$ cat config.mk
export PLATFORM = sky130hd
export DESIGN_NAME = sys_clk_reset_ctrl
export DESIGN_NICKNAME = d
export VERILOG_FILES = /design/src/rtl/sys_clk_reset_ctrl.sv
export SDC_FILE = /design/constraint.sdc
export NUM_CORES = 1
export LEC_CHECK = 0
export BUFFER_PORTS_ARGS = -buffer_cell sky130_fd_sc_hd__buf_2
export CAP_MARGIN = 20
export CORE_MARGIN = 2
export CORE_UTILIZATION = 40
export DETAILED_ROUTE_END_ITERATION = 8
export GPL_TIMING_DRIVEN = 0
export PLACE_DENSITY = 0.66
export SLEW_MARGIN = 15
export SYNTH_ARGS = -nofsm -noshare
export SYNTH_HDL_FRONTEND = slang
export SYNTH_SLANG_ARGS = --single-unit
$ cat constraint.sdc
create_clock -name clock -period 5.1 [get_ports clock]
set_clock_uncertainty 0.05 [all_clocks]
set_input_delay 0.765 -clock clock [delete_from_list [all_inputs] [get_ports clock]]
set_output_delay 0.765 -clock clock [all_outputs]
set_load 0.03 [all_outputs]
$ cat src/rtl/sys_clk_reset_ctrl.sv
// sys_clk_reset_ctrl: single-clock clock-enable generator and CPU reset sequencer.
// Channel 0 drives the CPU and supports turbo (half divisor) and pause. The other
// channels run freely from reset_n. The CPU reset is held until RST_HOLD channel-0
// strobes have elapsed with no reset request pending.
module sys_clk_reset_ctrl #(
    parameter int                      NUM_CE      = 3,
    parameter int                      DIV_W       = 12,
    parameter logic [NUM_CE*DIV_W-1:0] DIVS        = {12'd2048, 12'd2, 12'd8},
    parameter int                      RST_HOLD    = 255,
    parameter int                      SYNC_STAGES = 2
) (
    input  logic              clock,
    input  logic              reset_n,
    input  logic              pll_locked,
    input  logic              arm_reset,
    input  logic              osd_reset,
    input  logic              download,
    input  logic              turbo,
    input  logic              pause,
    output logic [NUM_CE-1:0] ce,
    output logic              cpu_reset_n,
    output logic              rom_loaded,
    output logic              reset_done
);

    // A divisor field of zero behaves as a divide-by-one channel.
    function automatic logic [DIV_W-1:0] clamp_div(input logic [DIV_W-1:0] raw);
        return (raw == '0) ? DIV_W'(1) : raw;
    endfunction

    // Turbo period is half the normal one, never below one cycle.
    function automatic logic [DIV_W-1:0] half_div(input logic [DIV_W-1:0] full);
        return clamp_div(full >> 1);
    endfunction

    localparam logic [DIV_W-1:0] ONE        = DIV_W'(1);
    localparam logic [DIV_W-1:0] DIV0_FULL  = clamp_div(DIVS[DIV_W-1:0]);
    localparam logic [DIV_W-1:0] DIV0_TURBO = half_div(DIV0_FULL);
    localparam logic [15:0]      HOLD_TGT   = 16'(RST_HOLD);

    typedef enum logic [1:0] {
        ST_REQ,
        ST_HOLD,
        ST_RUN
    } rst_state_e;

    // Synchroniser bits: 0 pll_locked, 1 arm_reset, 2 osd_reset, 3 download.
    logic [3:0]       sync_q [SYNC_STAGES];
    logic             pll_s;
    logic             arm_s;
    logic             osd_s;
    logic             dl_s;
    logic             req;

    logic             adv0;
    logic [DIV_W-1:0] cnt0_q;
    logic [DIV_W-1:0] cnt0_d;
    logic [DIV_W-1:0] div0_q;
    logic [DIV_W-1:0] div0_d;
    logic             ce0_q;
    logic             ce0_d;

    rst_state_e       state_q;
    logic [15:0]      hold_q;
    logic             cpu_reset_n_q;
    logic             reset_done_q;

    logic             dl_prev_q;
    logic             rom_loaded_q;

    logic [NUM_CE-1:0] ce_w;

    // Shift the asynchronous request inputs through the synchroniser chain.
    always_ff @(posedge clock or negedge reset_n) begin
        if (!reset_n) begin
            for (int s = 0; s < SYNC_STAGES; s++) begin
                sync_q[s] <= '0;
            end
        end else begin
            sync_q[0] <= {download, osd_reset, arm_reset, pll_locked};
            for (int s = 1; s < SYNC_STAGES; s++) begin
                sync_q[s] <= sync_q[s-1];
            end
        end
    end

    assign pll_s = sync_q[SYNC_STAGES-1][0];
    assign arm_s = sync_q[SYNC_STAGES-1][1];
    assign osd_s = sync_q[SYNC_STAGES-1][2];
    assign dl_s  = sync_q[SYNC_STAGES-1][3];

    // Any synchronised source pending holds the CPU in reset.
    assign req = !pll_s || arm_s || osd_s || dl_s;

    // Channel 0 next state: pause freezes it only once the CPU is running; the
    // period length is re-chosen from turbo only at the wrap.
    always_comb begin
        adv0   = !(pause && cpu_reset_n_q);
        cnt0_d = cnt0_q;
        div0_d = div0_q;
        ce0_d  = 1'b0;
        if (adv0) begin
            if (cnt0_q == div0_q - ONE) begin
                cnt0_d = '0;
                div0_d = turbo ? DIV0_TURBO : DIV0_FULL;
            end else begin
                cnt0_d = cnt0_q + ONE;
            end
            ce0_d = (cnt0_d == div0_d - ONE);
        end
    end

    // Channel 0 counter, active period length and strobe.
    always_ff @(posedge clock or negedge reset_n) begin
        if (!reset_n) begin
            cnt0_q <= '0;
            div0_q <= DIV0_FULL;
            ce0_q  <= 1'b0;
        end else begin
            cnt0_q <= cnt0_d;
            div0_q <= div0_d;
            ce0_q  <= ce0_d;
        end
    end

    assign ce_w[0] = ce0_q;

    for (genvar i = 1; i < NUM_CE; i++) begin : g_ch
        localparam logic [DIV_W-1:0] DIV_I = clamp_div(DIVS[i*DIV_W +: DIV_W]);

        logic [DIV_W-1:0] cnt_q;
        logic [DIV_W-1:0] cnt_d;
        logic             ce_q;

        // Free-running count that wraps after DIV_I cycles.
        always_comb begin
            cnt_d = (cnt_q == DIV_I - ONE) ? '0 : cnt_q + ONE;
        end

        // Strobe is aligned with the terminal count of the channel.
        always_ff @(posedge clock or negedge reset_n) begin
            if (!reset_n) begin
                cnt_q <= '0;
                ce_q  <= 1'b0;
            end else begin
                cnt_q <= cnt_d;
                ce_q  <= (cnt_d == DIV_I - ONE);
            end
        end

        assign ce_w[i] = ce_q;
    end

    // Reset sequencer: a request clears the hold, then RST_HOLD channel-0
    // strobes must pass before the CPU is released; the count then saturates.
    always_ff @(posedge clock or negedge reset_n) begin
        if (!reset_n) begin
            state_q       <= ST_REQ;
            hold_q        <= '0;
            cpu_reset_n_q <= 1'b0;
            reset_done_q  <= 1'b0;
        end else begin
            reset_done_q <= 1'b0;
            if (req) begin
                state_q       <= ST_REQ;
                hold_q        <= '0;
                cpu_reset_n_q <= 1'b0;
            end else begin
                case (state_q)
                    ST_REQ, ST_HOLD: begin
                        state_q <= ST_HOLD;
                        if (ce0_q) begin
                            hold_q <= hold_q + 16'd1;
                            if (hold_q + 16'd1 == HOLD_TGT) begin
                                state_q       <= ST_RUN;
                                cpu_reset_n_q <= 1'b1;
                                reset_done_q  <= 1'b1;
                            end
                        end
                    end
                    ST_RUN: begin
                        cpu_reset_n_q <= 1'b1;
                    end
                    default: begin
                        state_q       <= ST_REQ;
                        hold_q        <= '0;
                        cpu_reset_n_q <= 1'b0;
                    end
                endcase
            end
        end
    end

    // Sticky download-complete flag, set one cycle after the synchronised fall.
    always_ff @(posedge clock or negedge reset_n) begin
        if (!reset_n) begin
            dl_prev_q    <= 1'b0;
            rom_loaded_q <= 1'b0;
        end else begin
            dl_prev_q <= dl_s;
            if (dl_prev_q && !dl_s) begin
                rom_loaded_q <= 1'b1;
            end
        end
    end

    assign ce          = ce_w;
    assign cpu_reset_n = cpu_reset_n_q;
    assign rom_loaded  = rom_loaded_q;
    assign reset_done  = reset_done_q;

endmodule

# Yosys cells after proc, flatten, opt, wreduce, memory -nomap -nowiden
# Index checks and enable logic that the tools add are counted.
[totals] out_inout_bits=6 in_bits=8 wordCells=67 ff_bits=81
[classes] n_eq_ne=12 n_reduce_logical=11 add_sub_neg=6 n_mux=23
[ops] op="12-bit two-way mux" n=6
[ops] op="12-bit by 1-bit adder with 12-bit output (second input constant)" n=3
[ops] op="16-bit two-way mux" n=2
[ops] op="16-bit case mux with 2 select lines" n=1
[ops] op="12-bit by 1-bit equality test with 1-bit output (second input constant)" n=2
[ops] op="12-bit by 11-bit equality test with 1-bit output (second input constant)" n=2
[ops] op="12-bit equality test" n=2
[ops] op="12-bit by 1-bit subtractor with 12-bit output (second input constant)" n=2
[ops] op="16-bit by 1-bit adder with 16-bit output (second input constant)" n=1
[ops] op="16-bit by 8-bit equality test with 1-bit output (second input constant)" n=1
[ops] op="1-bit two-way mux" n=8
[ops] op="2-bit two-way mux" n=3
[ops] op="3-bit inequality test (second input constant)" n=2
[ops] op="4-bit two-way mux" n=1
[ops] op="2-bit case mux with 2 select lines" n=1
[ops] op="2-bit AND reduction" n=2
[ops] op="1-bit logical OR" n=3
[ops] op="2-bit by 1-bit equality test with 1-bit output (second input constant)" n=1
[ops] op="2-bit equality test (second input constant)" n=1
[ops] op="1-bit logical AND" n=2
[ops] op="1-bit logical NOT" n=2
[ops] op="2-bit logical NOT" n=1
[ops] op="2-bit inequality test (second input constant)" n=1
[ops] op="1-bit case mux with 2 select lines" n=1
[ops] op="2-bit OR reduction" n=1

# Depth between registers and ports, before layout
# Gate-level depths: netlist of the first run.
[logic_depth] word_depth=7 depth_mapped=16

# Worst setup path before layout of the first run
# No wires, ideal clock.
[synth_path] path_type="register to register" start="register div0_q[5]" end="register ce0_q" slack_ps=1453 stages_incl_launch_ff=15 required_time_ps=4954 t_arrival_ps=3501 cell_sequence="dfrtp_1 buf_4 or3_1 or3_1 a211o_1 a211oi_2 buf_4 nand2_2 nand2_1 ha_1 nand4_1 xor2_1 xnor2_1 or4_1 nor4_2"
[synth_via] elab_chain_cells=7 elab_cells_between_ends=9 classes_between="add/sub (2); eq/ne (2); mux (5)"
[synth_rtl] item="from (decl)" line="58" source="logic [DIV_W-1:0] div0_q;"
[synth_rtl] item="from (signal assigned)" line="121" source="div0_q <= div0_d;"
[synth_rtl] item="12-bit by 1-bit subtractor with 12-bit output" line="103" source="if (cnt0_q == div0_q - ONE) begin"
[synth_rtl] item="12-bit equality test" line="103"
[synth_rtl] item="12-bit two-way mux" line="103"
[synth_rtl] item="12-bit two-way mux" line="102" source="if (adv0) begin"
[synth_rtl] item="12-bit by 1-bit subtractor with 12-bit output" line="109" source="ce0_d = (cnt0_d == div0_d - ONE);"
[synth_rtl] item="12-bit equality test (*)" line="109"
[synth_rtl] item="1-bit two-way mux (*)" line="102"
[synth_rtl] item="named net ce0_d" line="61" source="logic ce0_d;"
[synth_rtl] item="to (signal assigned)" line="118" source="ce0_q <= 1'b0;"
[synth_rtl] item="to (signal assigned)" line="122" source="ce0_q <= ce0_d;"
[synth_rtl] item="to (decl)" line="60" source="logic ce0_q;"
# Mark *: on every way through the listed nets, which the timed path passes. The rest lies on a longest branch. The select of a mux whose other input is x is not followed.
# A chain may end at the register's enable or synchronous reset.

# Final worst setup path of the first run
# Ends and elaborated chain as after synthesis.

==> results of run 1 <==
-- cells by family (layout without fill, tap and decap cells) --
| family | Yosys count | count (layout) | share of synthesized area [%] |
|---|---|---|---|
| AOI/OAI and AO/OA | 89 | 89 | 11.9 |
| xor gates and xnor gates | 60 | 60 | 11.2 |
| adders and majority gates | 9 | 9 | 2.40 |
| buffers and inverters | 44 | 73 | 5.02 |
| DFF | 81 | 81 | 43.2 |
| muxes | 6 | 6 | 1.44 |
| and+or+nand+nor | 213 | 213 | 24.8 |
-- metal layers --
metal  vias to the layer above  GRT usage, %  wire length, µm
met2                        67          26.6             4700
met4                         0          7.32              212
met5                         -             0                0
met3                        19          4.27              394
li1                       1825             -                -
met1                      1788          21.5             4540
-- final timing paths --
check | startpoint | endpoint | slack [ps] | cells after the start
max | div0_q[5]$_DFFE_PN0N_ | ce0_q$_DFF_PN0_ | 920 | 14
min | reset_n | hold_q[5]$_DFFE_PN0P_ | 290 | 1
max reg2reg | div0_q[5]$_DFFE_PN0N_ | ce0_q$_DFF_PN0_ | 920 | 14
min reg2reg | sync_q[5]$_DFF_PN0_ | arm_s$_DFF_PN0_ | 300 | 0
max in group asynchronous | reset_n | div0_q[5]$_DFFE_PN0N_ | 4130 | 2
min in group clock | sync_q[5]$_DFF_PN0_ | arm_s$_DFF_PN0_ | 300 | 0
-- power by group --
group          total [W]  internal (W)  leakage (nW)  switching [W]
logic          0.0000206    0.00000529         0.963      0.0000153
registers       0.000648      0.000646          1.03     0.00000120
clock network   0.000660      0.000393         0.142       0.000267
total            0.00133       0.00104          2.14       0.000283
-- worst reg2reg max path, cell delays in order, from the launching register on --
cell	delay (ps)
dfrtp_1	350
buf_4	160
or3_1	440
or3_1	410
a211o_1	310
a211oi_2	270
buf_4	240
nand2_2	100
nand2_1	90
ha_1	230
nand2_1	120
nor3_1	210
o221ai_1	180
or4_1	550
nor4_2	370
-- through the flow --
stage | worst slack [ps] | hold WS [ps] | cell area [µm²] | std cells | util (%)
floorplan | 1450 | 281 | 4690 | 502 | -
global placement | 1050 | 284 | 4930 | 658 | 43.2
detailed placement | 952 | 286 | 4960 | 659 | 43.5
CTS | 918 | 291 | 5270 | 674 | 46.1
global route | 625 | 303 | 5270 | 674 | 46.1
finish | 916 | 288 | 5270 | 674 | 46.1
-- registers in the layout, indices dropped and copies added (netlist names) --
name and flops:
g_ch.ce_q 2, dl_s 1, rom_loaded 1, arm_s 1, state_q 2, reset_done 1
osd_s 1, g_ch.cnt_q 24, dl_prev_q 1, hold_q 16, sync_q 4, pll_s 1
ce0_q 1, cpu_reset_n 1, div0_q 12, cnt0_q 12
-- cell usage in the layout (no fill, tap or decap), types with 3 or more instances in the layout --
| cell | n |
|---|---|
| dfrtp_1 | 80 |
| nor3_1 | 11 |
| buf_6 | 5 |
| nor2_1 | 39 |
| clkbuf_1 | 18 |
| nand2b_1 | 4 |
| and2_1 | 12 |
| clkbuf_16 | 9 |
| buf_4 | 7 |
| nor3b_1 | 8 |
| o31ai_1 | 7 |
| nand4b_1 | 3 |
| nand4_1 | 15 |
| ha_1 | 9 |
| nand3_1 | 29 |
| nor4_1 | 12 |
| a21o_1 | 3 |
| xnor2_1 | 40 |
| a21oi_1 | 19 |
| or3_1 | 5 |
| and3_1 | 5 |
| or4_1 | 4 |
| mux2i_1 | 3 |
| buf_2 | 12 |
| o21ai_0 | 34 |
| nand2_1 | 45 |
| a31oi_1 | 5 |
| and4_1 | 5 |
| nor4b_1 | 3 |
| xor2_1 | 20 |
| inv_1 | 14 |
-- layout make-up --
type                    count  area (µm²)  area share [%]
multi-input cells         377        2430            46.1
clock buffers              10         239            4.54
well taps                 143         179            3.40
repair buffers             14        95.1            1.81
plain buffers              30         183            3.47
clock inverters             5        62.6            1.19
inverters                  14        52.6           0.998
flip-flops and latches     81        2030            38.5
==> impl_metrics.py, run 1 <==
metrics = {
    "layout": {
        "fillers": 1118,
        "nets": 544,
        "syn2layout_area_growth_pct": 12.3,
        "n_antenna_cell": 0,
        "drive_gt1_share_pct": 10.9,
    },
    "synth": {
        "ys_seq_area_share_pct": 43.2,
        "synth.most_common_cell": "dfrtp_1",
        "synth_seq_cells": 81,
        "avgSynthCellArea_um2": 9.34,
        "synthDistinctLibCells": 62,
        "synthCells": 502,
        "synthFlopType": "dfrtp_1",
        "yosysWarnings": 0,
        "synth_top_cell_area_share_pct": 42.7,
        "synthTopCellsByCount": "dfrtp_1, nand2_1, xnor2_1",
        "synth_area_mm2": 0.00469,
        "postSynthNetCount": 519,
        "yosys.area.top_type": "dfrtp_1",
        "synth_edf_count": 0,
        "async_flop_share_pct": 100,
        "ys_top_cells_by_area": "dfrtp_1, xnor2_1, xor2_1, o21ai_0, nand2_1",
    },
    "setup_path": {
        "cp_num_buf_inv": 2,
        "worstSetupEndpointType": "flip-flop",
        "arrival_ps": 4360,
        "start_kind": "flip-flop",
        "crit_chain": "buf_4 > or3_1 > or3_1 > a211o_1 > a211oi_2 > buf_4 > nand2_2 > nand2_1 > ha_1 > nand2_1 > nor3_1 > o221ai_1 > or4_1 > nor4_2",
        "critical-path-top-delay-family": "simple AND/OR/NAND/NOR gates",
        "required_ps": 5270,
        "worstSetupPathType": "flip-flop to flip-flop",
        "critPathSlowestCell": "or4_1",
        "critPathMaxStageDelay_ps": 550,
        "critPathMaxFanout": 10,
    },
    "floorplan": {
        "design.core.area_mm2": 0.0114,
        "die_area_mm2": 0.0126,
        "die_height_um": 112,
        "rows": 39,
        "ioPinCount": 14,
        "start_util_pct": 41.1,
        "die_w_um": 112,
    },
    "cts": {
        "ctsResizeCount": 0,
        "tritoncts": "yes",
        "clockBufferDepth": 2,
        "cts_root_buf": "clkbuf_16",
        "clock_sinks": 81,
        "clock_latency_ps": 340,
        "post_cts.repair.setup_buffers": 0,
        "cts_buffers": 9,
        "cts_htree_levels": 3,
        "cts_hold_buf": 0,
        "clk_pin_slew_ps": 60,
    },
    "global_routing": {
        "grt_pass1_vias": 3663,
        "grt_pass1_wl_mm": 17.1,
        "grt_overflow": 0,
        "grtUsageTotal_pct": 16.7,
        "grt_antenna_before_repair": 0,
        "grt_max_degree": 57,
    },
    "timing": {
        "setup_tns_ps": 0,
        "finalSetupViolCount": 0,
        "hold_violations": 0,
        "max_freq_mhz": 239,
        "layout_min_cycle_time_ps": 4180,
        "rsz0062_at_grt": "false",
        "worst_slew_pin_slew_ps": 901,
        "period_share_pct": 82.0,
        "max_slew_margin_pct": 39.1,
        "report.final.slew_viol_count": 0,
    },
    "place": {
        "gp_congestion": 0.894,
        "hpwl_mm": 6.98,
        "port_buffers": 13,
    },
    "pwr": {
        "peakVddDrop_mv": 0.179,
        "p_total_w": 0.00133,
        "power_leakage_nw": 2.14,
        "powerDensity_mw_per_mm2": 252,
    },
    "detailed_routing": {
        "drc": 0,
        "num_vias": 3699,
        "drt_iter0_markers": 199,
        "ant_nets": 0,
        "firstDrtPassIters": 4,
        "wirelength_mm": 9.85,
        "drt-vias-per-instance": 5.49,
        "wl_per_cell_um": 14.6,
    },
    "worst_hold_path": {
        "hold_path_class": "input port to asynchronous set/reset pin",
    },
    "outcome": {
        "outcome": "finished, final reports clean",
    },
    "run": {
        "cap_violations": 0,
    },
}
No activity file was read; power rests on OpenSTA's default activity.
==> run 2: changes to the inputs <==
- clock period: 5.1 -> 4 ns (I/O delays scaled with it)
==> impl_metrics.py, run 2 (same netlist as run 1, synthesis figures left out) <==
metrics = {
    "detailed_routing": {
        "wl_per_cell_um": 14.8,
        "ant_nets": 0,
        "drt-vias-per-instance": 5.49,
        "drc": 0,
        "firstDrtPassIters": 5,
        "wirelength_mm": 10.0,
        "drt_iter0_markers": 223,
        "num_vias": 3713,
    },
    "global_routing": {
        "grt_pass1_wl_mm": 17.2,
        "grt_overflow": 0,
        "grt_antenna_before_repair": 0,
        "grt_pass1_vias": 3671,
        "grt_max_degree": 57,
        "grtUsageTotal_pct": 16.7,
    },
    "setup_path": {
        "critPathSlowestCell": "or4_4",
        "arrival_ps": 4020,
        "cp_num_buf_inv": 2,
        "worstSetupPathType": "flip-flop to flip-flop",
        "cp_common_cell": "nand2_2",
        "crit_chain": "buf_4 > or3_4 > or3_1 > a211o_1 > a211oi_2 > buf_6 > nand2_2 > nand2_2 > ha_4 > nand2_2 > nor3_4 > o221ai_2 > or4_4 > nor4_4",
        "worstSetupEndpointType": "flip-flop",
        "critical-path-top-delay-family": "simple AND/OR/NAND/NOR gates",
        "required_ps": 4190,
        "start_kind": "flip-flop",
        "critPathMaxFanout": 8,
        "critPathMaxStageDelay_ps": 560,
    },
    "cts": {
        "cts_htree_levels": 3,
        "clockBufferDepth": 2,
        "clk_pin_slew_ps": 60,
        "cts_buffers": 9,
        "clock_sinks": 81,
        "tritoncts": "yes",
        "cts_hold_buf": 0,
        "clock_latency_ps": 340,
        "cts_root_buf": "clkbuf_16",
    },
    "floorplan": {
        "ioPinCount": 14,
        "rows": 39,
        "design.core.area_mm2": 0.0114,
        "die_height_um": 112,
        "die_w_um": 112,
        "die_area_mm2": 0.0126,
        "start_util_pct": 41.1,
    },
    "layout": {
        "largest_register_ffs": 24,
        "fillers": 1103,
        "n_antenna_cell": 0,
        "final_common_cell": "dfrtp_1",
        "drive_gt1_share_pct": 13.5,
        "nets": 546,
        "final_cell_mix": "dfrtp_1, nand2_1, xnor2_1, nor2_1, o21ai_0",
        "regMostFlops": "g_ch.cnt_q",
        "syn2layout_area_growth_pct": 14.2,
        "reg_top3": "g_ch.cnt_q x24, hold_q x16",
    },
    "timing": {
        "hold_violations": 0,
        "whs_ps": 123,
        "max_freq_mhz": 261,
        "finalSetupViolCount": 0,
        "layout_min_cycle_time_ps": 3830,
        "worst_slew_pin_slew_ps": 901,
        "period_share_pct": 95.8,
        "max_slew_margin_pct": 39.1,
        "report.final.slew_viol_count": 0,
    },
    "pwr": {
        "combPwrFrac_pct": 1.5,
        "power.internal_w": 0.00133,
        "pwr-share-seq_pct": 48.6,
        "p_total_w": 0.00170,
        "power_leakage_nw": 2.17,
        "swShare_pct": 21.5,
        "powerDensity_mw_per_mm2": 317,
        "peakVddDrop_mv": 0.230,
        "power.switching_w": 0.000365,
        "clkPwrFrac_pct": 49.8,
    },
    "place": {
        "gp_congestion": 0.894,
        "hpwl_mm": 6.98,
        "port_buffers": 13,
    },
    "worst_hold_path": {
        "hold_path_class": "input port to asynchronous set/reset pin",
    },
    "outcome": {
        "outcome": "finished, final reports clean",
    },
    "run": {
        "cap_violations": 0,
    },
}
-- run 2: through the flow --
step           worst slack, ps  instances  setup TNS (ps)  area (µm²)  util [%]
2_1_floorplan              353        502               0        4690         -
4_1_cts                   11.9        675               0        5300      46.4
6_report                   170        676               0        5360      46.9
5_1_grt                  -4.83        676           -4.83        5360      46.9
3_5_place_dp              -148        659            -148        4960      43.5
3_3_place_gp             -54.2        658           -54.2        4930      43.2
-- run 2: power by group through the flow --
| stage | combinational (W) | sequential, W | clock, W |
|---|---|---|---|
| detailed placement | 0.0000280 | 0.000841 | 0 |
| finish | 0.0000263 | 0.000826 | 0.000845 |
| CTS | 0.0000281 | 0.000825 | 0.000869 |
| global route | 0.0000317 | 0.000825 | 0.000902 |
| floorplan | 0.00000292 | 0.000840 | 0 |
| global placement | 0.0000237 | 0.000840 | 0 |
-- run 2: final timing paths --
check / start / end / slack (ps) / cells after the start
setup / recovery: div0_q[5]$_DFFE_PN0N_ / ce0_q$_DFF_PN0_ / 170 / 14
max in group asynchronous: reset_n / div0_q[6]$_DFFE_PN0N_ / 3190 / 2
min in group clock: sync_q[5]$_DFF_PN0_ / arm_s$_DFF_PN0_ / 300 / 0
hold reg to reg: sync_q[5]$_DFF_PN0_ / arm_s$_DFF_PN0_ / 300 / 0
setup reg to reg: div0_q[5]$_DFFE_PN0N_ / ce0_q$_DFF_PN0_ / 170 / 14
hold / removal: reset_n / hold_q[5]$_DFFE_PN0P_ / 120 / 1
-- run 2: timing repair --
action	CTS	global route
setup endpoints to repair	1	1
pin swaps	1	4
endpoints found under the hold margin	0	0
buffers inserted	1	1
gates resized for setup	4	13
-- run 2: metal layers --
metal / part of all wire (%) / up-vias / track usage, %
met5: 0 / - / 0
met4: 1.6 / 0 / 7.32
met3: 4.2 / 13 / 4.27
met2: 48 / 58 / 26.9
met1: 46 / 1815 / 21.5
li1: - / 1827 / -
-- run 2: area by class of cell --
class,instances,area [µm²],share of cell area [%]
multi-input combinational,377,2500,46.7
buffer,30,186,3.48
clock inverter,5,62.6,1.17
clock buffer,10,239,4.46
timing repair buffer,16,110,2.06
tap,143,179,3.34
inverter,14,52.6,0.981
sequential,81,2030,37.9
==> run 3: changes to the inputs <==
- CORE_ASPECT_RATIO: default -> 0.75
==> impl_metrics.py, run 3 (same netlist as run 1, synthesis figures left out) <==
metrics = {
    "outcome": {
        "outcome": "finished, final reports clean",
    },
    "floorplan": {
        "rows": 34,
        "die_height_um": 97.8,
        "die_area_mm2": 0.0126,
        "start_util_pct": 40.7,
        "ioPinCount": 14,
        "design.core.area_mm2": 0.0115,
        "die_w_um": 129,
    },
    "layout": {
        "final_util_pct": 46.9,
        "largest_register_ffs": 24,
        "nets": 549,
        "regMostFlops": "g_ch.cnt_q",
        "final_common_cell": "dfrtp_1",
        "syn2layout_area_growth_pct": 15.2,
        "final_cells": 699,
        "n_antenna_cell": 0,
        "reg_top3": "g_ch.cnt_q x24, hold_q x16",
        "final_cell_mix": "dfrtp_1, nand2_1, xnor2_1, nor2_1, o21ai_0",
        "drive_gt1_share_pct": 13.4,
    },
    "cts": {
        "clock_latency_ps": 330,
        "clk_pin_slew_ps": 60,
        "cts_hold_buf": 0,
        "cts_htree_levels": 3,
        "clock_sinks": 81,
        "cts_buffers": 9,
        "cts_root_buf": "clkbuf_16",
        "clockBufferDepth": 2,
        "tritoncts": "yes",
    },
    "timing": {
        "setup_tns_ps": 0,
        "hold_violations": 0,
        "max_slew_margin_pct": 33.6,
        "period_share_pct": 96.1,
        "max_freq_mhz": 260,
        "report.final.slew_viol_count": 0,
        "worst_slew_pin_slew_ps": 982,
        "layout_min_cycle_time_ps": 3840,
        "finalSetupViolCount": 0,
    },
    "detailed_routing": {
        "wirelength_mm": 9.80,
        "wl_per_cell_um": 14.0,
        "drt-vias-per-instance": 5.30,
        "num_vias": 3706,
        "drc": 0,
        "ant_nets": 0,
        "firstDrtPassIters": 4,
        "drt_iter0_markers": 205,
    },
    "place": {
        "hpwl_mm": 6.99,
        "dp_cells": 678,
        "port_buffers": 13,
        "gp_congestion": 0.887,
    },
    "setup_path": {
        "critPathCapture": "ce0_q$_DFF_PN0_",
        "critPathLaunch": "div0_q[5]$_DFFE_PN0N_",
        "reg2reg_to": "ce0_q$_DFF_PN0_",
        "timing.rr.start": "div0_q[5]$_DFFE_PN0N_",
        "r2r_cells": 15,
        "arrival_ps": 4020,
        "reg2reg_setup_slack_ps": 160,
        "critPathMaxFanout": 8,
        "start_kind": "flip-flop",
        "worstSetupPathType": "flip-flop to flip-flop",
        "required_ps": 4180,
        "worstSetupEndpointType": "flip-flop",
    },
    "worst_hold_path": {
        "hold_path_class": "input port to asynchronous set/reset pin",
    },
    "global_routing": {
        "grt_max_degree": 52,
        "grt_pass1_wl_mm": 16.7,
        "grt_antenna_before_repair": 0,
        "grt_pass1_vias": 3602,
        "grt_overflow": 0,
        "grtUsageTotal_pct": 16.4,
    },
    "pwr": {
        "power_leakage_nw": 2.19,
        "peakVddDrop_mv": 0.285,
        "powerDensity_mw_per_mm2": 313,
        "p_total_w": 0.00169,
    },
    "run": {
        "cap_violations": 0,
    },
}
==> run 3: cell types whose count changed in the layout (fill, tap and decap cells not counted), sizes merged <==
cell | before | now
buf | 27 | 30
clkbuf | 29 | 30
==> run 3: area by class of cell <==
type | count | area, µm²
clock buffer | 11 | 243
multi-input combinational | 377 | 2500
timing repair buffer | 19 | 133
tap | 162 | 203
sequential | 81 | 2030
fill | 1088 | 6120
buffer | 30 | 186
inverter | 14 | 52.6
clock inverter | 5 | 62.6
==> run 3: what timing repair did <==
action	4_1_cts	5_1_grt
pin swaps	1	3
setup endpoints to repair	1	1
gates resized for setup	2	12
hold endpoints to repair	0	0
setup buffers	1	4
==> run 3: how the worst min path moves through the flow <==
| stage | to | slack (ps) | cells past startpoint |
|---|---|---|---|
| finish | hold_q[3]$_DFFE_PN0P_ | 150 | 1 |
| global route | hold_q[3]$_DFFE_PN0P_ | 180 | 1 |
| CTS | hold_q[3]$_DFFE_PN0P_ | 160 | 1 |
| detailed placement | arm_s$_DFF_PN0_ | 280 | 0 |
| global placement | arm_s$_DFF_PN0_ | 280 | 0 |
| floorplan | arm_s$_DFF_PN0_ | 250 | 0 |
==> run 3: routing by layer <==
layer	track usage (%)	vias to the layer above	routed length [µm]
met4	6.35	0	192
met3	3.84	20	326
li1	-	1842	-
met2	24.1	64	4310
met5	0	-	0
met1	23.5	1780	4970
==> run 3: metrics by stage <==
stage,cell area [µm²],hold slack (ps),setup slack (ps)
global route,5400,175,-8.58
detailed placement,4990,285,-47.0
global placement,4960,282,-44.4
CTS,5310,157,13.2
finish,5400,152,155
floorplan,4690,254,353
==> run 3: where the power goes <==
| part | internal (W) | switching, W | total (W) |
|---|---|---|---|
| registers | 0.000824 | 0.00000159 | 0.000826 |
| clock network | 0.000505 | 0.000335 | 0.000840 |
| logic | 0.00000674 | 0.0000198 | 0.0000265 |
| total | 0.00134 | 0.000356 | 0.00169 |
==> run 3: worst max-delay path, cell delays in order, from the launching register on <==
cell      delay, ps
dfrtp_1         360
buf_4           170
or3_4           410
or3_1           380
a211o_1         310
a211oi_2        270
buf_6           160
nand2_2          70
nand2_1         130
ha_4            170
xnor2_2          70
xnor2_1         130
or4_1           500
a21oi_2         150
o21ai_2          90
nor4_4          320
